[config.mk]
export PLATFORM = sky130hd
export DESIGN_NAME = buffer_access_arbiter
export DESIGN_NICKNAME = d
export VERILOG_FILES = /design/src/rtl/buffer_access_arbiter.sv
export SDC_FILE = /design/constraint.sdc
export NUM_CORES = 1
export LEC_CHECK = 0
export BUFFER_PORTS_ARGS = -buffer_cell sky130_fd_sc_hd__buf_2
export CAP_MARGIN = 40
export CORE_MARGIN = 2
export CORE_UTILIZATION = 55
export CTS_CLUSTER_SIZE = 20
export DETAILED_ROUTE_END_ITERATION = 7
export HOLD_SLACK_MARGIN = 0.12
export PLACE_DENSITY = 0.76
export SLEW_MARGIN = 5
export SYNTH_ARGS = -nofsm -noshare
export SYNTH_HDL_FRONTEND = slang
export SYNTH_SLANG_ARGS = --single-unit
[constraint.sdc]
create_clock -name clk -period 2.5 [get_ports clk]
set_input_delay 0.125 -clock clk [delete_from_list [all_inputs] [get_ports clk]]
set_output_delay 0.125 -clock clk [all_outputs]
set_load 0.1 [all_outputs]
[src/rtl/buffer_access_arbiter.sv]
// Arbiter for the 64-byte endpoint buffer: enforces TX/RX direction, tracks
// occupancy, and issues exactly one registered buffer strobe per grant.
module buffer_access_arbiter #(
  parameter int DEPTH = 64,
  parameter int CNT_W = 7
) (
  input  logic             clk,
  input  logic             n_rst,
  input  logic             host_wr_req,
  input  logic             host_rd_req,
  input  logic             usb_wr_req,
  input  logic             usb_rd_req,
  input  logic             clear_req,
  input  logic             flush_req,
  output logic             host_ack,
  output logic             usb_ack,
  output logic             host_err,
  output logic             usb_err,
  output logic             store_tx_data,
  output logic             get_rx_data,
  output logic             store_rx_packet_data,
  output logic             get_tx_packet_data,
  output logic             clear,
  output logic             flush,
  output logic [1:0]       mode,
  output logic [CNT_W-1:0] occupancy
);

  typedef enum logic [1:0] {
    M_IDLE = 2'b00,
    M_TX   = 2'b01,
    M_RX   = 2'b10,
    M_RSVD = 2'b11
  } mode_t;

  mode_t            r_mode, w_mode_nx;
  logic [CNT_W-1:0] r_occ, w_occ_nx;
  logic             r_ptr, w_ptr_nx;  // 0: host wins the next contention
  logic             r_host_ack, r_usb_ack, r_host_err, r_usb_err;
  logic             r_st_tx, r_get_rx, r_st_rx, r_get_tx, r_clear, r_flush;
  logic             w_host_ack_nx, w_usb_ack_nx, w_host_err_nx, w_usb_err_nx;
  logic             w_st_tx_nx, w_get_rx_nx, w_st_rx_nx, w_get_tx_nx;
  logic             w_clear_nx, w_flush_nx;
  logic             w_h_wr, w_h_rd, w_u_wr, w_u_rd;
  logic             w_h_can, w_u_can, w_grant_h, w_grant_u;
  logic             w_not_full, w_not_empty;

  // A side that was answered last cycle sits out one edge; dual requests are ignored.
  assign w_h_wr = host_wr_req & ~host_rd_req & ~(r_host_ack | r_host_err);
  assign w_h_rd = host_rd_req & ~host_wr_req & ~(r_host_ack | r_host_err);
  assign w_u_wr = usb_wr_req  & ~usb_rd_req  & ~(r_usb_ack  | r_usb_err);
  assign w_u_rd = usb_rd_req  & ~usb_wr_req  & ~(r_usb_ack  | r_usb_err);

  assign w_not_full  = (r_occ < CNT_W'(DEPTH));
  assign w_not_empty = (r_occ != '0);

  always_comb begin
    w_mode_nx     = r_mode;
    w_occ_nx      = r_occ;
    w_ptr_nx      = r_ptr;
    w_host_ack_nx = 1'b0;
    w_usb_ack_nx  = 1'b0;
    w_host_err_nx = 1'b0;
    w_usb_err_nx  = 1'b0;
    w_st_tx_nx    = 1'b0;
    w_get_rx_nx   = 1'b0;
    w_st_rx_nx    = 1'b0;
    w_get_tx_nx   = 1'b0;
    w_clear_nx    = 1'b0;
    w_flush_nx    = 1'b0;
    w_h_can       = 1'b0;
    w_u_can       = 1'b0;
    w_grant_h     = 1'b0;
    w_grant_u     = 1'b0;
    if (clear_req || flush_req) begin
      w_clear_nx = clear_req;
      w_flush_nx = ~clear_req;
      w_occ_nx   = '0;
      w_mode_nx  = M_IDLE;
    end else begin
      case (r_mode)
        M_IDLE: begin
          w_h_can = w_h_wr;
          w_u_can = w_u_wr;
        end
        M_TX: begin
          w_h_can       = w_h_wr & w_not_full;
          w_u_can       = w_u_rd & w_not_empty;
          w_host_err_nx = w_h_rd;
          w_usb_err_nx  = w_u_wr;
        end
        M_RX: begin
          w_u_can       = w_u_wr & w_not_full;
          w_h_can       = w_h_rd & w_not_empty;
          w_host_err_nx = w_h_wr;
          w_usb_err_nx  = w_u_rd;
        end
        default: w_mode_nx = M_IDLE;
      endcase
      w_grant_h = w_h_can & (~w_u_can | ~r_ptr);
      w_grant_u = w_u_can & ~w_grant_h;
      // In IDLE only writes can be granted, so a write grant also sets direction.
      if (w_grant_h) begin
        w_host_ack_nx = 1'b1;
        w_ptr_nx      = 1'b1;
        if (w_h_wr) begin
          w_st_tx_nx = 1'b1;
          w_occ_nx   = r_occ + CNT_W'(1);
          w_mode_nx  = M_TX;
        end else begin
          w_get_rx_nx = 1'b1;
          w_occ_nx    = r_occ - CNT_W'(1);
          if (r_occ == CNT_W'(1)) w_mode_nx = M_IDLE;
        end
      end else if (w_grant_u) begin
        w_usb_ack_nx = 1'b1;
        w_ptr_nx     = 1'b0;
        if (w_u_wr) begin
          w_st_rx_nx = 1'b1;
          w_occ_nx   = r_occ + CNT_W'(1);
          w_mode_nx  = M_RX;
        end else begin
          w_get_tx_nx = 1'b1;
          w_occ_nx    = r_occ - CNT_W'(1);
          if (r_occ == CNT_W'(1)) w_mode_nx = M_IDLE;
        end
      end
    end
  end

  always_ff @(posedge clk or posedge n_rst) begin
    if (n_rst) begin
      r_mode     <= M_IDLE;
      r_occ      <= '0;
      r_ptr      <= 1'b0;
      r_host_ack <= 1'b0;
      r_usb_ack  <= 1'b0;
      r_host_err <= 1'b0;
      r_usb_err  <= 1'b0;
      r_st_tx    <= 1'b0;
      r_get_rx   <= 1'b0;
      r_st_rx    <= 1'b0;
      r_get_tx   <= 1'b0;
      r_clear    <= 1'b0;
      r_flush    <= 1'b0;
    end else begin
      r_mode     <= w_mode_nx;
      r_occ      <= w_occ_nx;
      r_ptr      <= w_ptr_nx;
      r_host_ack <= w_host_ack_nx;
      r_usb_ack  <= w_usb_ack_nx;
      r_host_err <= w_host_err_nx;
      r_usb_err  <= w_usb_err_nx;
      r_st_tx    <= w_st_tx_nx;
      r_get_rx   <= w_get_rx_nx;
      r_st_rx    <= w_st_rx_nx;
      r_get_tx   <= w_get_tx_nx;
      r_clear    <= w_clear_nx;
      r_flush    <= w_flush_nx;
    end
  end

  assign host_ack             = r_host_ack;
  assign usb_ack              = r_usb_ack;
  assign host_err             = r_host_err;
  assign usb_err              = r_usb_err;
  assign store_tx_data        = r_st_tx;
  assign get_rx_data          = r_get_rx;
  assign store_rx_packet_data = r_st_rx;
  assign get_tx_packet_data   = r_get_tx;
  assign clear                = r_clear;
  assign flush                = r_flush;
  assign mode                 = r_mode;
  assign occupancy            = r_occ;

endmodule

==> results of run 1 <==
[cells in the mapped netlist, types with 2 or more instances]
cell	number	area, um2
nand2_1	14	52.55
and3_1	2	12.51
o211ai_1	2	15.01
xnor2_1	2	17.52
nor2_1	17	63.81
or2_2	2	12.51
o21ai_0	4	20.02
o21ai_1	4	20.02
a2111oi_0	2	17.52
a211oi_1	2	15.01
mux2i_1	2	20.02
nand3b_1	5	37.54
nor2_2	2	12.51
nand3_1	5	25.02
dfrtp_1	20	500.5
a22oi_1	4	30.03
nand2b_1	2	12.51
and2b_2	2	17.52
nor4b_4	2	47.55
ha_1	8	100.1
a21oi_1	5	25.02
a211o_1	2	17.52
inv_1	10	37.54
nor3_1	2	10.01
[per-layer routing]
layer / global-route usage / share of wire / vias to the layer above
met2: 0.4218 / 0.50 / 74
met1: 0.3353 / 0.43 / 644
met3: 0.04419 / 0.059 / 6
li1: - / - / 647
met4: 0.08362 / 0.0065 / 0
met5: 0 / 0 / -
[layout make-up]
| cell class | instances | share of cell area |
|---|---|---|
| clock buffers | 3 | 0.01243 |
| clock inverters | 1 | 0.01657 |
| inverters | 10 | 0.02072 |
| multi-input cells | 121 | 0.5062 |
| flip-flops and latches | 20 | 0.2866 |
| well taps | 30 | 0.02072 |
| repair buffers | 40 | 0.1367 |
[sequential cells by signal (all words and copies together), names as in the netlist]
register and count:
r_ptr 1, store_tx_data 1, occupancy 7, get_tx_packet_data 1
host_err 1, usb_err 1, get_rx_data 1, clear 1
flush 1, mode 2, store_rx_packet_data 1, usb_ack 1
host_ack 1
[cell families after synthesis]
kind of cell               after synthesis
buffers and inverters                   13
and+or+nand+nor                         68
xor gates and xnor gates                 2
DFF                                     20
adders and majority gates                8
muxes                                    2
AOI/OAI and AO/OA                       41
[power breakdown]
group,leakage [uW],internal [uW],total (uW),switching [uW]
Sequential,0.000253,339,361,22.7
Clock,0.0000279,162,268,106
Combinational,0.000544,81.9,255,173
[critical path: cells and delay by family (launching register included)]
kind             cells  cell delay, ns
flip-flops           1            0.48
AND/OR/NAND/NOR      3            1.03
AO/OA/AOI/OAI        2            0.61
multiplexers         1            0.20
[final timing paths]
path                                          start                       end  slack (ns)  depth (start not counted)
max                        occupancy[5]$_DFFE_PP0P_  occupancy[3]$_DFFE_PP0P_        0.10                          6
max reg2reg                occupancy[5]$_DFFE_PP0P_  occupancy[3]$_DFFE_PP0P_        0.10                          6
max in group asynchronous                     n_rst         mode[1]$_DFF_PP0_        1.47                          3
min in group asynchronous                     n_rst         r_ptr$_DFFE_PP0P_        0.49                          3
min                                      usb_wr_req         usb_err$_DFF_PP0_        0.14                          3
min reg2reg                       usb_err$_DFF_PP0_         usb_err$_DFF_PP0_        0.56                          1
[cell usage in the layout, fill, tap and decap left out, types with 2 or more instances in the layout]
cell type,synthesis,layout
nand3b_1,5,5
buf_4,0,9
nor2_2,2,2
o211ai_1,2,2
a211oi_1,2,2
nor3_1,2,2
o21ai_1,4,4
nand2b_1,2,2
buf_2,0,26
nor4b_4,2,2
a21oi_1,5,5
dfrtp_4,0,2
a211oi_4,1,2
nand3_1,5,5
dfrtp_2,0,9
a22oi_1,4,4
a2111oi_0,2,2
nand2_1,14,14
a211o_1,2,2
and3_1,2,2
dlygate4sd3_1,0,5
and2b_2,2,2
o21ai_0,4,4
xnor2_1,2,2
mux2i_1,2,2
ha_1,8,7
nor2_1,17,17
inv_1,10,10
dfrtp_1,20,9
or2_2,2,2
clkbuf_4,0,3
[repair_timing]
action / in CTS / in global routing
hold buffers: 5 / 0
setup buffers: 0 / 4
resized for setup: 0 / 1
endpoints found under the hold margin: 23 / 0
endpoints found under the setup margin: 0 / 5
[metrics by stage]
step	hold slack, ns	area [um2]	utilization	total power (uW)
detailed placement	0.2825	1672	0.6687	604.7
floorplan	0.08824	1485	-	548.6
finish	0.1378	1812	0.7247	884.1
global placement	0.2834	1672	0.6687	600.9
global route	0.1302	1812	0.7247	921.3
CTS	0.1328	1774	0.7097	881.0
==> flow_summary.ini, run 1 <==
[global_routing]
grt_pass1_vias = 1306
grt_max_degree = 21
grt_antenna_before_repair = 0
grt.total_usage = 0.2539
grt-ovfl-total = 0
grt_pass1_wl_um = 6210

[clocking]
cts_buffers = 3
clk_latency_ns = 0.31
cts_buffer_depth = 2
cts.sinks = 20
htreeDepth = 1
root_buffer = clkbuf_4
cts_tree = done
clk_pin_slew_ns = 0.12

[logic_synthesis]
yosysUniqueCellTypes = 56
syn_avg_cell_area_um2 = 9.506
synth_flop_cell = dfrtp_1
synth_compound_area_frac = 0.2359
synthCells = 154
synth_edf_count = 0
syn-num-nets = 170
async_flop_share = 1.000
synth_top_family_by_area = simple AND/OR/NAND/NOR gates
synth-xor-area-share = 0.01197
synthAdderAreaFrac = 0.06838
seq_area_frac_synth = 0.3419
syn-cell-area_um2 = 1464
synth-simple-area-share = 0.2897
synth.area.mux_share = 0.01368
yosys_warnings = 0
ys_ff_latch = 20

[final_layout]
final_cells = 225
multiInputGateArea_um2 = 917.1
drive_gt1_frac = 0.3846
nFillCells = 192
seq_area_um2 = 519.2
syn2layout_area_growth_pct = 23.76
nets = 212
diodes = 0

[placed_design]
dp.cells = 212
dp_slack_ns = 0.06100
gp_routability_congestion = 0.9127
hpwl_um = 2728
portBuffers = 26

[timing]
drv_slew = 0
rsz0062_at_grt = no
setup_violations = 0
relSlewSlack = 0.4963
fin_crit_sh = 0.9589
worst_pin_slew_ns = 0.7548
setup-tns-final_ns = 0
fmaxAchievable_mhz = 417.2
finalClockSkew_ns = 0.001294
hold_viol = 0
setup_slack_ns = 0.1028
fin_crit_ns = 2.397

[run]
drv_cap = 0

[worst_setup_path]
cp-end-kind = register
crit_slowest_cell = or4_4
max_stage_delay_ns = 0.60
worstPathMaxFanout = 8
critPathLaunchType = register
critPathRequiredTime_ns = 2.74
crit_path_cell_trace = or4_4 > o2111a_2 > nor3_4 > nor2_2 > o32ai_2 > mux2i_1
path_class = reg2reg
cp.arrival_ns = 2.63

[floorplan]
die_w_um = 55.59
coreArea_um2 = 2500
rows = 18
die_h_um = 55.59
die_area_um2 = 3090
start_util = 0.5856
io_pins = 27

[detailed_routing]
dr.first_iter.drc_count = 63
via_per_inst = 6.093
routed_wl_um = 3864
routedWlPerCell_um = 17.17
post-route-drc-count = 0
firstDrtPassIters = 5
vias = 1371
antenna_left = 0

[power_and_ir_drop]
vdd.ir_drop.worst_mv = 0.4105
powerDensity_nw_per_um2 = 488.0
power_leakage_uw = 0.0008255

[hold_path]
min_path_type = in2reg

[run_status]
status = finished clean
Note: power is estimated with default switching activity, not from simulation.
==> inputs of run 2 (changes only) <==
--- a/config.mk
+++ b/config.mk
@@ -13,6 +13,7 @@
 export DETAILED_ROUTE_END_ITERATION = 7
 export HOLD_SLACK_MARGIN = 0.12
 export PLACE_DENSITY = 0.76
+export REMOVE_ABC_BUFFERS = 1
 export SLEW_MARGIN = 5
 export SYNTH_ARGS = -nofsm -noshare
 export SYNTH_HDL_FRONTEND = slang
==> constraint.sdc (replaced) <==
create_clock -name clk -period 2.5 [get_ports clk]
set_input_delay 0.25 -clock clk [delete_from_list [all_inputs] [get_ports clk]]
set_output_delay 0.25 -clock clk [all_outputs]
set_load 0.1 [all_outputs]
==> flow_summary.ini, run 2 (synthesized netlist as in run 1, its figures left out) <==
[worst_setup_path]
reg2reg_to = occupancy[3]$_DFFE_PP0P_
critPathLaunchType = register
cp-end-kind = register
crit_end = occupancy[3]$_DFFE_PP0P_
r2r_slack_ns = 0.16
path_class = reg2reg
cp.arrival_ns = 2.59
crit_slowest_cell = or4_4
crit_path_cell_trace = or4_4 > o2111a_2 > nor3_4 > nor2_2 > o32ai_2 > mux2i_1
worstPathMaxFanout = 6
critPathRequiredTime_ns = 2.75
regToRegStartpoint = occupancy[2]$_DFFE_PP0P_
max_stage_delay_ns = 0.60
critPathLaunch = occupancy[2]$_DFFE_PP0P_
r2r_cells = 6

[timing]
hold_viol = 0
setup-tns-final_ns = 0
setup_slack_ns = 0.1572
rsz0062_at_grt = no
relSlewSlack = 0.4702
fmaxAchievable_mhz = 426.8
setup_violations = 0
worst_pin_slew_ns = 0.7938
fin_crit_ns = 2.343
drv_slew = 0
fin_crit_sh = 0.9371
finalClockSkew_ns = 0.005534

[final_layout]
drive_gt1_frac = 0.3436
nFillCells = 200
final_common_cell = buf_2
largest_register_ffs = 7
final_cell_mix = buf_2, dfrtp_1, nor2_1
syn2layout_area_growth_pct = 21.71
diodes = 0
seq_area_um2 = 500.5
nets = 212
multiInputGateArea_um2 = 913.4

[power_and_ir_drop]
vdd.ir_drop.worst_mv = 0.3600
p_total_uw = 891.6
power_leakage_uw = 0.0008473
powerDensity_nw_per_um2 = 500.4

[floorplan]
io_pins = 27
die_w_um = 55.59
coreArea_um2 = 2500
start_util = 0.5856
die_h_um = 55.59
die_area_um2 = 3090
rows = 18

[clocking]
clk_pin_slew_ns = 0.12
cts_tree = done
htreeDepth = 1
cts_buffers = 3
cts_buffer_depth = 2
cts.sinks = 20
clk_latency_ns = 0.32
root_buffer = clkbuf_4

[global_routing]
grt_antenna_before_repair = 0
grt_pass1_wl_um = 6534
grt_pass1_vias = 1356
grt_max_degree = 21
grt.total_usage = 0.2657
grt-ovfl-total = 0

[detailed_routing]
routedWlPerCell_um = 16.81
via_per_inst = 6.138
post-route-drc-count = 0
routed_wl_um = 3782
dr.first_iter.drc_count = 60
vias = 1381
antenna_left = 0
firstDrtPassIters = 4

[placed_design]
dp_slack_ns = 0.04052
gp_routability_congestion = 0.9291
hpwl_um = 2821
portBuffers = 26

[run_status]
status = finished clean

[hold_path]
min_path_type = in2reg

[run]
drv_cap = 0
==> run 2: cell count changes in the layout (fill, tap and decap cells not counted), moves of 2 or more <==
cell           previous run  this run
buf_4                     9        12
dfrtp_1                   9        20
dfrtp_2                   9         0
dfrtp_4                   2         0
dlygate4sd3_1             5         2
==> run 2: routing by layer <==
layer / global-route usage / wire (um)
met4: 0.1254 / 126
met1: 0.3458 / 1579
met2: 0.4388 / 1797
met3: 0.03256 / 278
met5: 0 / 0
==> run 2: where the power goes <==
group	switching, uW	internal (uW)
Sequential	19.9	337
Combinational	175	82.1
Clock	115	162
Total	310	582
==> run 2: how the worst min path moves through the flow <==
| stage | from | to | cells after the start |
|---|---|---|---|
| finish | flush_req | flush$_DFF_PP0_ | 2 |
| CTS | flush_req | flush$_DFF_PP0_ | 2 |
| detailed placement | clear_req | clear$_DFF_PP0_ | 1 |
| global route | flush_req | flush$_DFF_PP0_ | 2 |
| floorplan | n_rst | clear$_DFF_PP0_ | 1 |
| global placement | clear_req | clear$_DFF_PP0_ | 1 |
==> run 2: critical path: cells and delay by family, from the launching register on <==
kind,cells,cell delay (ns)
AOI/OAI and AO/OA,2,0.66
and+or+nand+nor,3,0.99
DFF,1,0.41
muxes,1,0.22
==> run 2: what timing repair did <==
action / 4_1_cts / 5_1_grt
hold endpoints to repair: 21 / 0
buffers inserted: 3 / 2
setup endpoints to repair: 1 / 2
hold buffers: 2 / 0
gates resized for setup: 0 / 1
pin swaps: 1 / 1
==> run 2: cell type report <==
cell class / instances / area share
Sequential cell: 20 / 0.2809
Clock inverter: 1 / 0.01685
Clock buffer: 3 / 0.01264
Timing Repair Buffer: 40 / 0.1348
Tap cell: 30 / 0.02107
Multi-Input combinational cell: 121 / 0.5126
Inverter: 10 / 0.02107
==> run 2: metrics by stage <==
step,instance area [um2],util,cells,hold slack [ns]
3_3_place_gp,1665,0.6662,214,0.4019
3_5_place_dp,1665,0.6662,214,0.4112
4_1_cts,1760,0.7042,223,0.1882
6_report,1782,0.7127,225,0.1891
5_1_grt,1782,0.7127,225,0.1766
2_1_floorplan,1445,-,151,0.2138
==> inputs of run 3 (changes only) <==
--- a/config.mk
+++ b/config.mk
@@ -5,6 +5,7 @@
 export SDC_FILE = /design/constraint.sdc
 export NUM_CORES = 1
 export LEC_CHECK = 0
+export ABC_AREA = 1
 export BUFFER_PORTS_ARGS = -buffer_cell sky130_fd_sc_hd__buf_2
 export CAP_MARGIN = 40
 export CORE_MARGIN = 2
==> flow_summary.ini, run 3 <==
[floorplan]
start_util = 0.5669
die_w_um = 56.86
coreArea_um2 = 2710
die_area_um2 = 3232
rows = 19
io_pins = 27
die_h_um = 56.86

[logic_synthesis]
synth_flop_cell = dfrtp_1
yosysTopAreaCell = dfrtp_1
seq_area_frac_synth = 0.3257
synthCells = 214
synthMostInstantiatedCell = nand2_1
syn-cell-area_um2 = 1536
synthTopCellsByCount = nand2_1, inv_1, dfrtp_1, nor2_1, nand3_1
syn_avg_cell_area_um2 = 7.180
ys_top_cells_by_area = dfrtp_1, nand2_1, ha_1
yosys_warnings = 0
yosysUniqueCellTypes = 29
async_flop_share = 1.000
synth_top_area_frac = 0.3257
synth_edf_count = 0
ys_ff_latch = 20

[placed_design]
dp_slack_ns = 0.4494
gp_routability_congestion = 0.8553
hpwl_um = 2648
portBuffers = 26

[power_and_ir_drop]
vdd.ir_drop.worst_mv = 0.7560
power_leakage_uw = 0.0009807
powerDensity_nw_per_um2 = 533.0

[worst_setup_path]
crit_buf_inv = 2
critPathLaunchType = register
max_stage_delay_ns = 0.49
critPathRequiredTime_ns = 2.69
crit_path_cell_trace = inv_1 > ha_1 > inv_1 > nor2_1 > nand2_1 > nand2_1 > a21oi_4 > nand2_4 > nand2_2 > nand2_1 > nor2_1 > nor2_1
reg2reg_to = mode[1]$_DFF_PP0_
regToRegStartpoint = occupancy[0]$_DFFE_PP0P_
cp.arrival_ns = 2.28
r2r_cells = 12
r2r_slack_ns = 0.42
crit_family = simple AND/OR/NAND/NOR gates
path_class = reg2reg
worstPathMaxFanout = 11
cp-end-kind = register
crit_slowest_cell = dfrtp_1

[detailed_routing]
antenna_left = 0
firstDrtPassIters = 4
dr.first_iter.drc_count = 35
vias = 1435
post-route-drc-count = 0
routedWlPerCell_um = 12.20
routed_wl_um = 3318
via_per_inst = 5.276

[clocking]
clk_latency_ns = 0.29
cts_tree = done
post_cts_resized = 0
root_buffer = clkbuf_4
htreeDepth = 1
cts.sinks = 20
cts_buffers = 3
clk_pin_slew_ns = 0.10
cts_buffer_depth = 2

[hold_path]
hp-start = flush_req
hold_path_depth = 3
min_to = flush$_DFF_PP0_
min_path_type = in2reg

[global_routing]
grt_max_degree = 21
grt_antenna_before_repair = 0
grt-ovfl-total = 0
grt_pass1_vias = 1259
grt.total_usage = 0.2167
grt_pass1_wl_um = 5520

[timing]
fmaxAchievable_mhz = 479.8
setup_slack_ns = 0.4158
fin_crit_sh = 0.8337
worst_pin_slew_ns = 0.7117
holdWs_ns = 0.1769
finalClockSkew_ns = 0.001432
hold_viol = 0
setup_violations = 0
rsz0062_at_grt = no
fin_crit_ns = 2.084
setup-tns-final_ns = 0
relSlewSlack = 0.5250
drv_slew = 0

[final_layout]
nets = 258
drive_gt1_frac = 0.2116
diodes = 0
syn2layout_area_growth_pct = 11.73
final_cell_mix = nand2_1, buf_2, inv_1
largest_register_ffs = 7
final_common_cell = nand2_1

[run]
drv_cap = 0

[run_status]
status = finished clean
run 3: changes by cell type in the layout (fill, tap and decap cells not counted), sizes merged, moves of 5 or more:
| cell | previous run | this run |
|---|---|---|
| buf | 38 | 26 |
| inv | 10 | 24 |
| nand2 | 14 | 78 |
| nand3 | 5 | 20 |
| nand3b | 5 | 0 |
| nand4 | 0 | 7 |
| nor2 | 19 | 26 |
| xor2 | 0 | 7 |
run 3: how the worst max path moves through the flow:
stage	slack, ns	endpoint	start	depth (start not counted)
after floorplan	-0.12	occupancy[0]$_DFFE_PP0P_	occupancy[0]$_DFFE_PP0P_	12
after global placement	0.51	mode[1]$_DFF_PP0_	occupancy[0]$_DFFE_PP0P_	12
after detailed placement	0.45	mode[1]$_DFF_PP0_	occupancy[0]$_DFFE_PP0P_	12
after CTS	0.43	mode[1]$_DFF_PP0_	occupancy[0]$_DFFE_PP0P_	12
after global routing	0.22	occupancy[6]$_DFFE_PP0P_	occupancy[0]$_DFFE_PP0P_	13
final	0.42	mode[1]$_DFF_PP0_	occupancy[0]$_DFFE_PP0P_	12
run 3: tightest hold or removal path, cell delays in order:
cell	delay [ns]
buf_2	0.11
inv_1	0.05
nor2_1	0.03
run 3: cells by family after synthesis:
logic type,Yosys count,share of synthesized area
buffers and inverters,31,0.1010
xor gates and xnor gates,8,0.04560
and+or+nand+nor,134,0.4080
AOI/OAI and AO/OA,13,0.05457
adders and majority gates,8,0.06515
DFF,20,0.3257
run 3: layout make-up:
cell class	count	area, um2
fillers	258	993.5
well taps	31	38.79
inverters	26	110.1
multi-input cells	163	880.8
repair buffers	28	150.1
flip-flops and latches	20	500.5
clock buffers	4	36.28
run 3: metrics by stage:
step | total power (uW) | instances | instance area, um2 | utilization
3_3_place_gp | 735.3 | 266 | 1660 | 0.6127
5_1_grt | 973.2 | 272 | 1717 | 0.6334
6_report | 915.0 | 272 | 1717 | 0.6334
4_1_cts | 921.4 | 272 | 1717 | 0.6334
3_5_place_dp | 738.0 | 266 | 1660 | 0.6127
2_1_floorplan | 665.4 | 209 | 1491 | -
run 3: report_power, final:
group | internal [uW] | switching, uW | leakage, uW
sequential | 341 | 27.0 | 0.000271
clock | 88.7 | 91.1 | 0.0000210
combinational | 96.5 | 271 | 0.000689
run 3: repair_timing:
| item | in CTS | in global routing |
|---|---|---|
| hold buffers | 2 | 0 |
| endpoints found under the hold margin | 21 | 0 |
| buffers inserted | 0 | 0 |
run 3: per-layer routing:
metal	track usage	vias to the layer above	share of wire
li1	-	731	-
met1	0.2828	659	0.46
met2	0.3704	41	0.49
met3	0.04839	4	0.050
met4	0.04319	0	0.0066
met5	0	-	0
